[config.mk]
export PLATFORM = sky130hd
export DESIGN_NAME = r5fp_div_flat
export DESIGN_NICKNAME = d
export VERILOG_FILES = /design/src/rtl/r5fp_div_if.sv /design/src/rtl/r5fp_div.sv /design/src/flat_wrapper.sv
export SDC_FILE = /design/constraint.sdc
export NUM_CORES = 1
export LEC_CHECK = 0
export CAP_MARGIN = 20
export CELL_PAD_IN_SITES_DETAIL_PLACEMENT = 0
export CELL_PAD_IN_SITES_GLOBAL_PLACEMENT = 2
export CORE_MARGIN = 4
export CORE_UTILIZATION = 25
export DETAILED_ROUTE_END_ITERATION = 12
export PLACE_DENSITY = 0.95
export SYNTH_ARGS = -nofsm -noshare
export SYNTH_HDL_FRONTEND = slang
export SYNTH_SLANG_ARGS = --single-unit
[constraint.sdc]
create_clock -name clk -period 6.9 [get_ports clk]
set_input_delay 1.035 -clock clk [delete_from_list [all_inputs] [get_ports clk]]
set_output_delay 1.035 -clock clk [all_outputs]
set_load 0.005 [all_outputs]
[src/rtl/r5fp_div_if.sv]
// Handshake bundle between the FP divide sequencer and the external integer divider.
interface r5fp_div_if #(
  parameter int XW = 26
);
  logic [XW-1:0] idiv_N;
  logic [XW-1:0] idiv_D;
  logic          idiv_strobe;
  logic [XW-1:0] idiv_Quo;
  logic [XW-1:0] idiv_Rem;
  logic          idiv_done;
  logic          idiv_ready;

  modport master (
    output idiv_N, idiv_D, idiv_strobe,
    input  idiv_Quo, idiv_Rem, idiv_done, idiv_ready
  );

  modport slave (
    input  idiv_N, idiv_D, idiv_strobe,
    output idiv_Quo, idiv_Rem, idiv_done, idiv_ready
  );
endinterface

[src/rtl/r5fp_div.sv]
// R5FP extended-format divide: special operands resolved on a fast path, otherwise the
// quotient comes from an external integer divider and is normalised for the shared rounder.
module r5fp_div #(
  parameter int SIG_W = 23,
  parameter int EXP_W = 9
) (
  input  logic                 clk,
  input  logic                 reset,
  input  logic [SIG_W+EXP_W:0] a_i,
  input  logic [SIG_W+EXP_W:0] b_i,
  input  logic [2:0]           rnd_i,
  input  logic                 strobe_i,
  output logic [EXP_W-1:0]     xExp_o,
  output logic [SIG_W+2:0]     xSig_o,
  output logic [4:0]           xMidStatus_o,
  output logic [7:0]           xStatus_fast_o,
  output logic [SIG_W+EXP_W:0] x_fast_o,
  output logic                 x_use_fast,
  output logic [2:0]           rnd_o,
  output logic                 done_o,
  output logic                 ready_o,
  r5fp_div_if.master           idiv
);
  localparam int W   = SIG_W + EXP_W + 1;
  localparam int XW  = (SIG_W % 2 == 1) ? SIG_W + 3 : SIG_W + 4;
  localparam int PAD = XW - SIG_W - 1;
  localparam int EW  = EXP_W + 2;
  localparam logic signed [EW-1:0] BIAS    = EW'(2**(EXP_W-1) - 1);
  localparam logic signed [EW-1:0] EXP_MAX = EW'(2**EXP_W - 2);
  localparam logic signed [EW-1:0] EXP_ONE = EW'(1);
  localparam logic [XW-1:0] LOW_MASK = XW'((64'd1 << (XW - SIG_W - 2)) - 64'd1);
  localparam logic [W-1:0]  QNAN = {1'b0, {EXP_W{1'b1}}, 1'b1, {(SIG_W-1){1'b0}}};

  typedef enum logic [2:0] {S_IDLE, S_FAST, S_ISSUE, S_WAIT, S_FIN} state_t;
  state_t state, state_nxt;

  logic                 a_s, b_s, sign;
  logic [EXP_W-1:0]     a_e, b_e;
  logic [SIG_W-1:0]     a_f, b_f;
  logic                 a_nan, b_nan, a_inf, b_inf, a_zero, b_zero, special;
  logic [W-1:0]         fast_x;
  logic [7:0]           fast_st;
  logic signed [EW-1:0] exp_r, e_fin;
  logic                 q_top, sticky;
  logic [XW-1:0]        q_norm;
  logic [SIG_W+1:0]     mant;
  logic [SIG_W:0]       sig_r;
  logic                 round_bit, sticky_bit, use_fast_r;

  assign {a_s, a_e, a_f} = a_i;
  assign {b_s, b_e, b_f} = b_i;
  assign sign    = a_s ^ b_s;
  assign a_nan   = (&a_e) & (|a_f);
  assign b_nan   = (&b_e) & (|b_f);
  assign a_inf   = (&a_e) & ~(|a_f);
  assign b_inf   = (&b_e) & ~(|b_f);
  assign a_zero  = ~(|a_e);
  assign b_zero  = ~(|b_e);
  assign special = a_nan | b_nan | a_inf | b_inf | a_zero | b_zero;

  // Priority order matters: NaN beats 0/0 and Inf/Inf, which beat the signed results.
  always_comb begin
    fast_x  = {sign, {EXP_W{1'b1}}, {SIG_W{1'b0}}};
    fast_st = 8'd0;
    if (a_nan | b_nan) begin
      fast_x     = QNAN;
      fast_st[2] = (a_nan & ~a_f[SIG_W-1]) | (b_nan & ~b_f[SIG_W-1]);
    end else if ((a_zero & b_zero) | (a_inf & b_inf)) begin
      fast_x     = QNAN;
      fast_st[2] = 1'b1;
    end else if (a_inf) begin
      fast_st[1] = 1'b1;
    end else if (b_zero) begin
      fast_st[7] = 1'b1;
    end else if (a_zero | b_inf) begin
      fast_x     = {sign, {(W-1){1'b0}}};
      fast_st[0] = 1'b1;
    end
  end

  // Quotient lies in (0.5, 2); a clear MSB means one extra left shift and exponent - 1.
  assign q_top  = idiv.idiv_Quo[XW-1];
  assign q_norm = q_top ? idiv.idiv_Quo : idiv.idiv_Quo << 1;
  assign mant   = q_norm[XW-1 -: SIG_W+2];
  assign sticky = (|(q_norm & LOW_MASK)) | (|idiv.idiv_Rem);
  assign e_fin  = exp_r - $signed({{(EW-1){1'b0}}, ~q_top});

  always_ff @(posedge clk) begin
    if (reset) state <= S_IDLE;
    else       state <= state_nxt;
  end

  always_comb begin
    state_nxt = state;
    case (state)
      S_IDLE:  if (strobe_i) state_nxt = special ? S_FAST : S_ISSUE;
      S_FAST:  state_nxt = S_IDLE;
      S_ISSUE: if (idiv.idiv_ready) state_nxt = S_WAIT;
      S_WAIT:  if (idiv.idiv_done) state_nxt = S_FIN;
      S_FIN:   state_nxt = S_IDLE;
      default: state_nxt = S_IDLE;
    endcase
  end

  assign idiv.idiv_strobe = (state == S_ISSUE) && idiv.idiv_ready;
  assign done_o           = (state == S_FAST) || (state == S_FIN);
  assign ready_o          = !reset && (state == S_IDLE);
  assign xSig_o           = {sig_r, round_bit, sticky_bit};
  assign x_use_fast       = use_fast_r;

  always_ff @(posedge clk) begin
    if (reset) begin
      xExp_o         <= '0;
      sig_r          <= '0;
      round_bit      <= 1'b0;
      sticky_bit     <= 1'b0;
      xMidStatus_o   <= '0;
      xStatus_fast_o <= '0;
      x_fast_o       <= '0;
      use_fast_r     <= 1'b0;
      rnd_o          <= '0;
      exp_r          <= '0;
      idiv.idiv_N    <= '0;
      idiv.idiv_D    <= '0;
    end else begin
      if (state == S_IDLE && strobe_i) begin
        rnd_o          <= rnd_i;
        use_fast_r     <= special;
        x_fast_o       <= fast_x;
        xStatus_fast_o <= fast_st;
        xMidStatus_o   <= {sign, 4'b0000};
        exp_r          <= $signed({2'b00, a_e}) - $signed({2'b00, b_e}) + BIAS;
        if (!special) begin
          idiv.idiv_N <= {1'b1, a_f, {PAD{1'b0}}};
          idiv.idiv_D <= {1'b1, b_f, {PAD{1'b0}}};
        end
      end
      if (state == S_WAIT && idiv.idiv_done) begin
        if (e_fin < EXP_ONE) begin
          xExp_o     <= EXP_W'(1);
          sig_r      <= {1'b1, {SIG_W{1'b0}}};
          round_bit  <= 1'b0;
          sticky_bit <= 1'b1;
        end else if (e_fin > EXP_MAX) begin
          xExp_o     <= EXP_MAX[EXP_W-1:0];
          sig_r      <= '1;
          round_bit  <= 1'b1;
          sticky_bit <= 1'b1;
        end else begin
          xExp_o     <= e_fin[EXP_W-1:0];
          sig_r      <= mant[SIG_W+1:1];
          round_bit  <= mant[0];
          sticky_bit <= sticky;
        end
      end
    end
  end
endmodule

[src/flat_wrapper.sv]
// flat-port wrapper written by rule: the top's interface ports become plain ports
module r5fp_div_flat 
#(
  parameter int SIG_W = 23,
  parameter int EXP_W = 9
)
  (clk, reset, a_i, b_i, rnd_i, strobe_i, xExp_o, xSig_o, xMidStatus_o, xStatus_fast_o, x_fast_o, x_use_fast, rnd_o, done_o, ready_o, idiv_idiv_N, idiv_idiv_D, idiv_idiv_strobe, idiv_idiv_Quo, idiv_idiv_Rem, idiv_idiv_done, idiv_idiv_ready);
  r5fp_div_if #(.XW((26))) idiv_i ();
  input  logic clk;
  input  logic reset;
  input  logic [SIG_W+EXP_W:0] a_i;
  input  logic [SIG_W+EXP_W:0] b_i;
  input  logic [2:0] rnd_i;
  input  logic strobe_i;
  output logic [EXP_W-1:0] xExp_o;
  output logic [SIG_W+2:0] xSig_o;
  output logic [4:0] xMidStatus_o;
  output logic [7:0] xStatus_fast_o;
  output logic [SIG_W+EXP_W:0] x_fast_o;
  output logic x_use_fast;
  output logic [2:0] rnd_o;
  output logic done_o;
  output logic ready_o;
  output wire logic [$bits(idiv_i.idiv_N)-1:0] idiv_idiv_N;
  output wire logic [$bits(idiv_i.idiv_D)-1:0] idiv_idiv_D;
  output wire logic [$bits(idiv_i.idiv_strobe)-1:0] idiv_idiv_strobe;
  input wire logic [$bits(idiv_i.idiv_Quo)-1:0] idiv_idiv_Quo;
  input wire logic [$bits(idiv_i.idiv_Rem)-1:0] idiv_idiv_Rem;
  input wire logic [$bits(idiv_i.idiv_done)-1:0] idiv_idiv_done;
  input wire logic [$bits(idiv_i.idiv_ready)-1:0] idiv_idiv_ready;
  assign idiv_idiv_N = idiv_i.idiv_N;
  assign idiv_idiv_D = idiv_i.idiv_D;
  assign idiv_idiv_strobe = idiv_i.idiv_strobe;
  assign idiv_i.idiv_Quo = idiv_idiv_Quo;
  assign idiv_i.idiv_Rem = idiv_idiv_Rem;
  assign idiv_i.idiv_done = idiv_idiv_done;
  assign idiv_i.idiv_ready = idiv_idiv_ready;
  r5fp_div #(.SIG_W(SIG_W), .EXP_W(EXP_W)) u_core (.clk(clk), .reset(reset), .a_i(a_i), .b_i(b_i), .rnd_i(rnd_i), .strobe_i(strobe_i), .xExp_o(xExp_o), .xSig_o(xSig_o), .xMidStatus_o(xMidStatus_o), .xStatus_fast_o(xStatus_fast_o), .x_fast_o(x_fast_o), .x_use_fast(x_use_fast), .rnd_o(rnd_o), .done_o(done_o), .ready_o(ready_o), .idiv(idiv_i));
endmodule
# Word-level counts from Yosys, hierarchy flattened
# Cells that the tools add are included.
# totals
regBits	139
inputBits	126
out_inout_bits	140
elab_cells	98
# classes
n_addsub	3
order_cmp	2
eq_ne	7
mux	31
bitwise_logic	26
reduce_logical	16
# op_table
cell	count
$mux 32	3
$mux 33	2
$mux 24	2
$reduce_or 23->1	2
$mux 26	1
$reduce_or 26->1	1
$mux 9	2
$reduce_and 9->1	2
$reduce_or 9->1	2
$mux 1	14
$add 11x9->11 const B	1
$gt 11x10->1 const B	1
$lt 11x2->1 const B	1
$sub 11x2->11	1
$sub 9x9->10	1
$mux 3	3
$or 1x1->1	9
$pmux 3 s3	1
$and 1x1->1	8
$not 1->1	8
$eq 3x2->1 const B	2
$mux 2	3
$ne 2x2->1 const B	3
$logic_and 1x1->1	4
8 further kinds	8

# Logic depth before layout (Yosys ltp)
# Gate-level depths: netlist of the first run.
# depth
ltp_word	10
depth_mapped	13

# Worst setup path before layout of the first run
# OpenSTA, ideal clock, no wires.
# synth_timing
kind	input to register
startpoint	in idiv_idiv_Quo[25]
endpoint	reg u_core.sig_r[21]
arrival_ns	3.850
required_time_ns	6.812
slack_ns	2.961
stages	12
path_cell_list	clkbuf_1 > clkbuf_1 > inv_1 > ha_1 > or4b_4 > or4_4 > nor3_2 > a31oi_1 > o41ai_2 > nand2b_2 > buf_6 > a311oi_2
# synth_via
elab_chain_len	5
# synth_rtl
element	line	source
start: declaration	flat_wrapper.sv:27	input wire logic [$bits(idiv_i.idiv_Quo)-1:0] idiv_idiv_Quo;
$not 1->1	r5fp_div.sv:86	assign e_fin = exp_r - $signed({{(EW-1){1'b0}}, ~q_top});
$sub 11x2->11	r5fp_div.sv:86	
$gt 11x10->1	r5fp_div.sv:144	end else if (e_fin > EXP_MAX) begin
$mux 24	r5fp_div.sv:144	
$mux 24 (*)	r5fp_div.sv:139	if (e_fin < EXP_ONE) begin
end signal: assignment	r5fp_div.sv:141	sig_r <= {1'b1, {SIG_W{1'b0}}};
end signal: assignment	r5fp_div.sv:151	sig_r <= mant[SIG_W+1:1];
end: declaration	r5fp_div.sv:47	logic [SIG_W:0] sig_r;
# Mark *: on every way between the ends. The rest lies on a longest branch, timed or not.
# A chain may end at the register's enable or synchronous reset.

# Final worst setup path of the first run
# layout_timing
startpoint	in idiv_idiv_Quo[25]
endpoint	reg u_core.sig_r[23]
# Same word-level chain as after synthesis.

==> flow_metrics.tcl, run 1 <==
set metrics [dict create \
    setup_violations 0 \
    ys_seq_area_share_pct 36.5 \
    ys_ff_latch 108 \
    min_from "u_core.idiv.idiv_N[24]" \
    p_per_area_nw_per_um2 187 \
    hpwl_um 14500 \
    vias 5604 \
    cp.required_ps 7160 \
    fmaxAchievable_ghz 0.224 \
    postCtsResizedCells 0 \
    synth_top_family_by_area "compound AO/OA/AOI/OAI gates" \
    rsz0062_at_grt "false" \
    netlist_instances 728 \
    fin_total_pwr_uw 1590 \
    worstPathArrival_ps 4720 \
    cts.sinks 108 \
    synth_edf_count 0 \
    drc 0 \
    synth_warnings 0 \
    avgViaCountPerCell 4.52 \
    power.internal_uw 1130 \
    max_slew_margin_pct 32.0 \
    clockRootBuffer "clkbuf_16" \
    crit_path_start_kind "input pin" \
    synth_top_area_cell "dfxtp_1" \
    synthXorXnorAreaFrac_pct 3.84 \
    nets 1056 \
    drt-wirelength-per-cell_um 15.6 \
    grt_pass1_vias 5372 \
    worstPathMaxFanout 32 \
    gr-usage-all-layers_pct 13.9 \
    yosys.area_share.adder_pct 2.87 \
    syn_area_um2 5930 \
    p_seq_share_pct 42.6 \
    cts-buffers-inserted 9 \
    fin_crit_sh_pct 64.7 \
    r2r_slack_ps 3510 \
    drt_pass1_iterations 4 \
    dp.cells 1225 \
    synthArstFlopShare_pct 0 \
    cts_tree "done" \
    synth_top_cell_area_share_pct 36.5 \
    rows 56 \
    clk_path_buf_depth 2 \
    holdPathStages 2 \
    portBuffers 231 \
    die_w_um 162 \
    area_growth_pct 44.1 \
    postSynthAreaPerCell_um2 8.14 \
    hold_viol_final 0 \
    hold_class "register to register" \
    core_um2 23400 \
    synth.area.mux_share_pct 4.05 \
    gp_congestion 0.789 \
    overflow 0 \
    drive_gt1_share_pct 6.63 \
    power_frac_clock_pct 32.7 \
    htreeDepth 3 \
    critPathKind "input pin to register" \
    setup.worst_path.end "u_core.sig_r[23]" \
    ios 266 \
    die-area_um2 26200 \
    fill_cells 2466 \
    synth.distinct_cells 51 \
    comb_power_share_pct 24.8 \
    synth_compound_area_share_pct 21.3 \
    antenna_found_initial 0 \
    post-route-min-period_ps 4470 \
    r2r_start "u_core.exp_r[0]" \
    synth.top_cells.by_area "dfxtp_1, nand2_1, a21oi_1" \
    fin_skew_ps 5.91 \
    drv_cap 0 \
    grt_pass1_wl_um 29400 \
    worst_slew_pin_slew_ps 1020 \
    r2r_cells 9 \
    hold_buffers 0 \
    worstSkewPairLatency_ps 350 \
    cp-startpoint "idiv_idiv_Quo[25]" \
    synthSimpleGateAreaFrac_pct 20.8 \
    synth_ff_type "dfxtp_1" \
    drt_iter0_drc 240 \
    fin_cells 1239 \
    status "completed" \
    grt_max_degree 79 \
    totalWireLength_um 19300 \
    final_core_utilization_pct 36.5 \
    tns_ps 0 \
    ant_nets 0 \
    start_util_pct 25.3 \
    power.share.switching_pct 29.4 \
    clk_pin_slew_ps 70 \
    n_antenna_cell 0 \
    p_sw_uw 468 \
    crit_path_end_kind "register" \
    ir_drop_mv 0.100 \
    timing.rr.end "u_core.sig_r[23]" \
    die_y_um 162 \
    post-cts-setup-buffer-count 0 \
    drv_slew 0 \
    p_leak_uw 0.00300 \
]
kinds of logic (layout without fill, tap and decap cells):
logic type               after synthesis  after routing
flip-flops                           108            108
adder cells (fa/ha/maj)               13             13
buffers and inverters                110            269
multiplexers                          24             24
AND/OR/NAND/NOR                      276            276
XOR/XNOR                              26             26
other                                  1             34
AO/OA/AOI/OAI                        170            170
routing by layer:
| layer | part of all wire [%] | GRT usage, % |
|---|---|---|
| met4 | 1.0 | 3.15 |
| met2 | 45 | 22.3 |
| met5 | 0 | 0 |
| met3 | 10 | 6.09 |
| met1 | 44 | 17.3 |
power groups by stage:
stage / clock network (uW) / registers [uW] / logic [uW]
floorplan: 0 / 687 / 243
global placement: 0 / 693 / 397
detailed placement: 0 / 694 / 400
CTS: 544 / 679 / 401
global route: 565 / 684 / 436
finish: 521 / 679 / 395
cells in the final DEF (no fill, tap or decap), drive strengths merged, types with 14 or more instances in the layout:
cell type	instances
clkdlybuf4s50	230
a21oi	101
nor3	19
nor2	43
inv	19
dfxtp	108
conb	34
nand2	152
a211oi	14
mux2i	24
a311oi	29
nor4	21
registers in the layout, summed over array words and instances, names as in the netlist, 3 cells and up:
register               flops
u_core.rnd_o               3
u_core.sig_r              24
u_core.x_fast_o            3
u_core.xStatus_fast_o      4
u_core.idiv.idiv_D        23
u_core.exp_r              11
u_core.idiv.idiv_N        24
u_core.state               3
u_core.xExp_o              9
cell type report:
type	instances	area, um2	share of cell area, %
Inverter	18	67.6	0.791
Clock inverter	4	51.3	0.601
Timing Repair Buffer	237	2350	27.6
Tap cell	319	399	4.67
Multi-Input combinational cell	543	3270	38.3
Clock buffer	10	229	2.68
Sequential cell	108	2160	25.3
critical path, cell delays in order:
cell             delay, ps
clkdlybuf4s50_1        390
buf_4                  260
inv_1                  110
ha_1                   200
or4b_4                 490
or4_4                  460
nor3_2                 170
a31oi_1                 70
o41ai_2                420
nand2b_2               640
a311oi_1               450
stage by stage:
stage,worst slack [ps],instance area (um2),hold slack (ps)
2_1_floorplan,2960,6050,436
3_3_place_gp,2110,8260,441
3_5_place_dp,2080,8260,446
4_1_cts,2430,8540,456
5_1_grt,2110,8540,472
6_report,2430,8540,454
cells in the mapped netlist (2+ instances only):
library cell,count
xnor2_1,13
mux2i_1,24
o21ai_0,6
a22oi_1,3
dfxtp_1,108
nand2b_1,3
nor3_1,18
xor2_1,13
buf_2,3
nand3_1,8
nor2b_1,5
nor3b_1,3
inv_1,18
nor4_1,21
a211oi_2,5
nand2_1,152
nor2_1,43
o21a_1,3
buf_6,4
and2_1,3
nand3b_1,4
buf_4,45
a311oi_1,3
o41ai_1,2
clkbuf_1,39
a211oi_1,9
nand4_1,8
a21oi_1,101
or3_1,3
ha_1,12
a311oi_2,25
o31a_1,2
worst min-delay path by stage:
stage | to | slack, ps
floorplan | u_core.exp_r[0] | 440
global placement | u_core.xStatus_fast_o[1] | 440
detailed placement | u_core.idiv.idiv_N[10] | 450
CTS | u_core.idiv.idiv_D[3] | 460
global route | u_core.idiv.idiv_D[3] | 470
finish | u_core.idiv.idiv_N[24] | 450
Power figures use the tool's default switching activity.
==> inputs of run 2 (changes only) <==
--- a/config.mk
+++ b/config.mk
@@ -9,9 +9,9 @@
 export CELL_PAD_IN_SITES_DETAIL_PLACEMENT = 0
 export CELL_PAD_IN_SITES_GLOBAL_PLACEMENT = 2
 export CORE_MARGIN = 4
-export CORE_UTILIZATION = 25
+export CORE_UTILIZATION = 23
 export DETAILED_ROUTE_END_ITERATION = 12
-export PLACE_DENSITY = 0.95
+export PLACE_DENSITY = 0.91
 export SYNTH_ARGS = -nofsm -noshare
 export SYNTH_HDL_FRONTEND = slang
 export SYNTH_SLANG_ARGS = --single-unit
==> constraint.sdc (replaced) <==
create_clock -name clk -period 4.5 [get_ports clk]
set_input_delay 0.675 -clock clk [delete_from_list [all_inputs] [get_ports clk]]
set_output_delay 0.675 -clock clk [all_outputs]
set_load 0.005 [all_outputs]
==> run 2 against run 1 <==
Compared with the run above: via count is 0.57% higher; sequential power up 53%; critical endpoint is now u_core.xExp_o[7]; utilization down 2.3 points; highest routed layer unchanged; critical path type unchanged; worst hold slack about the same.
==> flow_metrics.tcl, run 2 (synthesis gave the netlist of run 1 again) <==
set metrics [dict create \
    crit_path_start_kind "input pin" \
    cp.required_ps 4760 \
    worstSkewPairLatency_ps 350 \
    slowest_stage "clkdlybuf4s50_1" \
    postCtsResizedCells 0 \
    min_from "u_core.idiv.idiv_D[7]" \
    die-area_um2 28400 \
    rsz0062_at_grt "false" \
    n_antenna_cell 0 \
    rows 58 \
    htreeDepth 3 \
    vias 5636 \
    portBuffers 231 \
    drv_cap 0 \
    clockRootBuffer "clkbuf_16" \
    hold_end "u_core.idiv.idiv_D[7]" \
    gp_congestion 0.803 \
    drive_gt1_share_pct 7.14 \
    p_per_area_nw_per_um2 293 \
    start_util_pct 23.5 \
    final_core_utilization_pct 34.1 \
    cp-startpoint "idiv_idiv_Quo[25]" \
    cts_tree "done" \
    whs_ps 454 \
    avgViaCountPerCell 4.49 \
    drt-wirelength-per-cell_um 15.5 \
    drc 0 \
    hpwl_um 14600 \
    die_w_um 169 \
    max_stage_delay_ps 480 \
    r2r_slack_ps 1630 \
    clk_path_buf_depth 2 \
    fin_crit_sh_pct 75.8 \
    worst_slew_pin_slew_ps 920 \
    r2r_start "u_core.exp_r[0]" \
    final_common_cell "clkdlybuf4s50_1" \
    worstPathArrival_ps 3670 \
    holdPathStages 2 \
    totalWireLength_um 19400 \
    ant_nets 0 \
    nets 1059 \
    hold_class "register to register" \
    timing.rr.end "u_core.xExp_o[7]" \
    post-cts-setup-buffer-count 0 \
    worstPathMaxFanout 32 \
    grt_pass1_wl_um 30100 \
    tns_ps 0 \
    cts-buffers-inserted 9 \
    r2r_cells 10 \
    ios 266 \
    cp_cell_sequence "clkdlybuf4s50_1 > inv_1 > ha_1 > or4b_4 > or4_4 > nor3_2 > a31oi_1 > o41ai_2 > nand2b_2 > buf_4 > a311oi_1" \
    antenna_found_initial 0 \
    final_cell_mix "clkdlybuf4s50_1, nand2_1, dfxtp_1, a21oi_1, nor2_1" \
    clk_pin_slew_ps 70 \
    hold_buffers 0 \
    status "completed" \
    die_y_um 169 \
    grt_pass1_vias 5461 \
    cts.sinks 108 \
    fin_skew_ps 6.05 \
    drv_slew 0 \
    ir_drop_mv 0.217 \
    area_growth_pct 45.5 \
    post-route-min-period_ps 3410 \
    drt_pass1_iterations 4 \
    critPathKind "input pin to register" \
    hold_viol_final 0 \
    core_um2 25300 \
    overflow 0 \
    max_slew_margin_pct 38.7 \
    p_leak_uw 0.00304 \
    grt_max_degree 71 \
    drt_iter0_drc 390 \
    setup_violations 0 \
    fmaxAchievable_ghz 0.293 \
    crit_path_end_kind "register" \
    top_regs "u_core.idiv.idiv_N: 24 flops, u_core.sig_r: 24 flops, u_core.idiv.idiv_D: 23 flops" \
    gr-usage-all-layers_pct 13.1 \
]
run 2: cell types whose count changed in the layout (fill, tap and decap cells not counted), sizes merged:
cell      before  now
buf            7   10
clkinv         1    3
bufinv         1    2
clkinvlp       1    0
run 2: metrics by stage:
stage / area (um2) / worst slack (ps) / std cells / power, uW
6_report: 8620 / 1090 / 1255 / 2530
5_1_grt: 8620 / 875 / 1255 / 2670
4_1_cts: 8620 / 1050 / 1255 / 2580
3_5_place_dp: 8310 / 681 / 1239 / 1680
3_3_place_gp: 8310 / 718 / 1239 / 1680
2_1_floorplan: 6050 / 921 / 761 / 1430
run 2: power breakdown:
group / internal, uW / switching, uW
registers: 1000 / 40.1
logic: 302 / 311
clock network: 490 / 383
run 2: how the worst max path moves through the flow:
stage / to / slack [ps] / depth (start not counted)
after global placement: u_core.xExp_o[7] / 720 / 11
after global routing: u_core.sig_r[23] / 870 / 11
after detailed placement: u_core.xExp_o[7] / 680 / 11
final: u_core.xExp_o[7] / 1090 / 11
after floorplan: u_core.sig_r[21] / 920 / 12
after CTS: u_core.xExp_o[7] / 1050 / 11
run 2: final cells by class:
class	count	area, um2
Inverter	18	67.6
Tap cell	330	413
Timing Repair Buffer	240	2390
Clock buffer	10	229
Multi-Input combinational cell	543	3270
Fill cell	2659	16600
Sequential cell	108	2160
Clock inverter	6	87.6
run 2: worst max-delay path: cells and delay by family:
kind | cells | cell delay (ps)
simple gates | 4 | 1170
buf+inv | 3 | 860
compound gates | 3 | 780
fa+ha+maj | 1 | 180
run 2: routing by layer:
metal  global-route usage (%)  routed length, um  vias up  part of all wire (%)
li1                         -                  -     2853                     -
met1                     17.2               8880     2561                    46
met2                     20.4               8380      206                    43
met3                     5.02               1950       16                    10
met4                     3.14                213        0                   1.1
met5                        0                  0        -                     0
==> inputs of run 3 (changes only) <==
--- a/config.mk
+++ b/config.mk
@@ -9,9 +9,9 @@
 export CELL_PAD_IN_SITES_DETAIL_PLACEMENT = 0
 export CELL_PAD_IN_SITES_GLOBAL_PLACEMENT = 2
 export CORE_MARGIN = 4
-export CORE_UTILIZATION = 23
+export CORE_UTILIZATION = 21
 export DETAILED_ROUTE_END_ITERATION = 12
-export PLACE_DENSITY = 0.91
+export PLACE_DENSITY = 0.88
 export SYNTH_ARGS = -nofsm -noshare
 export SYNTH_HDL_FRONTEND = slang
 export SYNTH_SLANG_ARGS = --single-unit
==> constraint.sdc (replaced) <==
create_clock -name clk -period 2.8 [get_ports clk]
set_input_delay 0.42 -clock clk [delete_from_list [all_inputs] [get_ports clk]]
set_output_delay 0.42 -clock clk [all_outputs]
set_load 0.005 [all_outputs]
==> run 3 against run 2 <==
Compared with the run above: first-iteration DRC count shrank 42%; worst hold slack better by 2.6 ps; count of clock-buffer cells in the layout is the same; non-clock buffer count rose by 55; register-to-register slack worse by 1500 ps; setup slack lost 970 ps; flip-flop and latch count stayed put; critical endpoint is now u_core.sig_r[2]; largest power group unchanged.
==> flow_metrics.tcl, run 3 (synthesis gave the netlist of run 1 again) <==
set metrics [dict create \
    worstPathMaxFanout 32 \
    overflow 0 \
    die_w_um 176 \
    ir_drop_mv 0.295 \
    final_core_utilization_pct 32.9 \
    p_leak_uw 0.00332 \
    clockRootBuffer "clkbuf_16" \
    clk_path_buf_depth 2 \
    n_antenna_cell 0 \
    vias 5874 \
    cts_tree "done" \
    gr-usage-all-layers_pct 12.4 \
    ant_nets 0 \
    grt_pass1_vias 5795 \
    portBuffers 231 \
    p_per_area_nw_per_um2 446 \
    worstPathArrival_ps 2940 \
    avgViaCountPerCell 4.33 \
    area_growth_pct 54.5 \
    gp_congestion 0.766 \
    r2r_start "u_core.exp_r[0]" \
    hpwl_um 15200 \
    final_common_cell "clkdlybuf4s50_1" \
    cp-startpoint "u_core.exp_r[0]" \
    nets 1114 \
    rows 61 \
    crit_path_end_kind "register" \
    drt-wirelength-per-cell_um 14.7 \
    fin_skew_ps 12.2 \
    hold_class "register to register" \
    fin_crit_sh_pct 95.7 \
    cts-buffers-inserted 9 \
    post-route-min-period_ps 2680 \
    status "completed" \
    min_from "u_core.idiv.idiv_N[22]" \
    worst_slew_pin_slew_ps 831 \
    top_regs "u_core.idiv.idiv_N: 24 flops, u_core.sig_r: 24 flops, u_core.idiv.idiv_D: 23 flops" \
    fmaxAchievable_ghz 0.373 \
    clk_pin_slew_ps 70 \
    hold_viol_final 0 \
    drt_pass1_iterations 4 \
    grt_pass1_wl_um 31200 \
    critPathKind "register to register" \
    max_slew_margin_pct 44.6 \
    htreeDepth 3 \
    drv_slew 0 \
    grt_max_degree 66 \
    rsz0062_at_grt "true" \
    ios 266 \
    totalWireLength_um 20000 \
    die-area_um2 31000 \
    worstSkewPairLatency_ps 350 \
    cp.required_ps 3060 \
    final_cell_mix "clkdlybuf4s50_1, nand2_1, dfxtp_1, a21oi_1, buf_4" \
    antenna_found_initial 0 \
    drive_gt1_share_pct 13.4 \
    start_util_pct 21.3 \
    drv_cap 0 \
    die_y_um 176 \
    drt_iter0_drc 226 \
    cts.sinks 108 \
    drc 0 \
    core_um2 27800 \
    crit_path_start_kind "register" \
    setup_violations 0 \
    fin_total_pwr_uw 4090 \
]
-- run 3: cell count changes in the layout (fill, tap and decap cells not counted), moves of 2 or more --
cell	previous run	this run
a311oi_1	3	0
a311oi_2	25	28
buf_12	1	5
buf_4	9	60
bufinv_16	2	0
inv_1	18	16
inv_6	1	3
-- run 3: what timing repair did --
action	CTS	global route
hold buffers	0	0
buffers inserted	0	1
gates resized for setup	0	5
setup endpoints to repair	0	10
-- run 3: power breakdown --
group	switching [uW]	internal, uW
combinational	537	599
clock	640	639
sequential	59.8	1610
total	1240	2850
-- run 3: layout make-up --
| type | instances | area [um2] |
|---|---|---|
| multi-input combinational | 543 | 3320 |
| sequential | 108 | 2160 |
| fill | 2974 | 18600 |
| inverter | 18 | 70.1 |
| timing repair buffer | 295 | 2850 |
| tap | 378 | 473 |
| clock buffer | 10 | 239 |
| clock inverter | 6 | 45.0 |
-- run 3: worst max-delay path, stage by stage (launching register included) --
cell      delay, ps
dfxtp_1         320
inv_2            60
ha_4            130
or4b_4          460
or4_4           450
nor3_2          170
a31oi_1          70
o41ai_2         310
nand2b_2        130
buf_12          200
a311oi_2        250
-- run 3: path summary, 6_finish.rpt --
check	depth (start not counted)	slack [ps]	end
hold / removal	2	460	u_core.idiv.idiv_N[22]
setup reg to reg	10	120	u_core.sig_r[2]
setup / recovery	10	120	u_core.sig_r[2]
hold reg to reg	2	460	u_core.idiv.idiv_N[22]
-- run 3: per-layer routing --
metal  vias to the layer above  routed length, um  track usage [%]
met4                         0                163             2.34
met1                      2687               8740             15.8
met2                       208               8960             19.9
met5                         -                  0                0
li1                       2965                  -                -
met3                        14               2160             5.01
-- run 3: per-stage QoR --
| stage | cells | setup slack (ps) | hold slack, ps | instance area [um2] | setup TNS, ps |
|---|---|---|---|---|---|
| 2_1_floorplan | 761 | -102 | 436 | 6120 | -3010 |
| 3_3_place_gp | 1341 | -165 | 441 | 8840 | -990 |
| 3_5_place_dp | 1341 | -231 | 446 | 8840 | -2800 |
| 4_1_cts | 1357 | 78.4 | 457 | 9120 | 0 |
| 5_1_grt | 1358 | -27.8 | 479 | 9150 | -41.3 |
| 6_report | 1358 | 120 | 457 | 9150 | 0 |
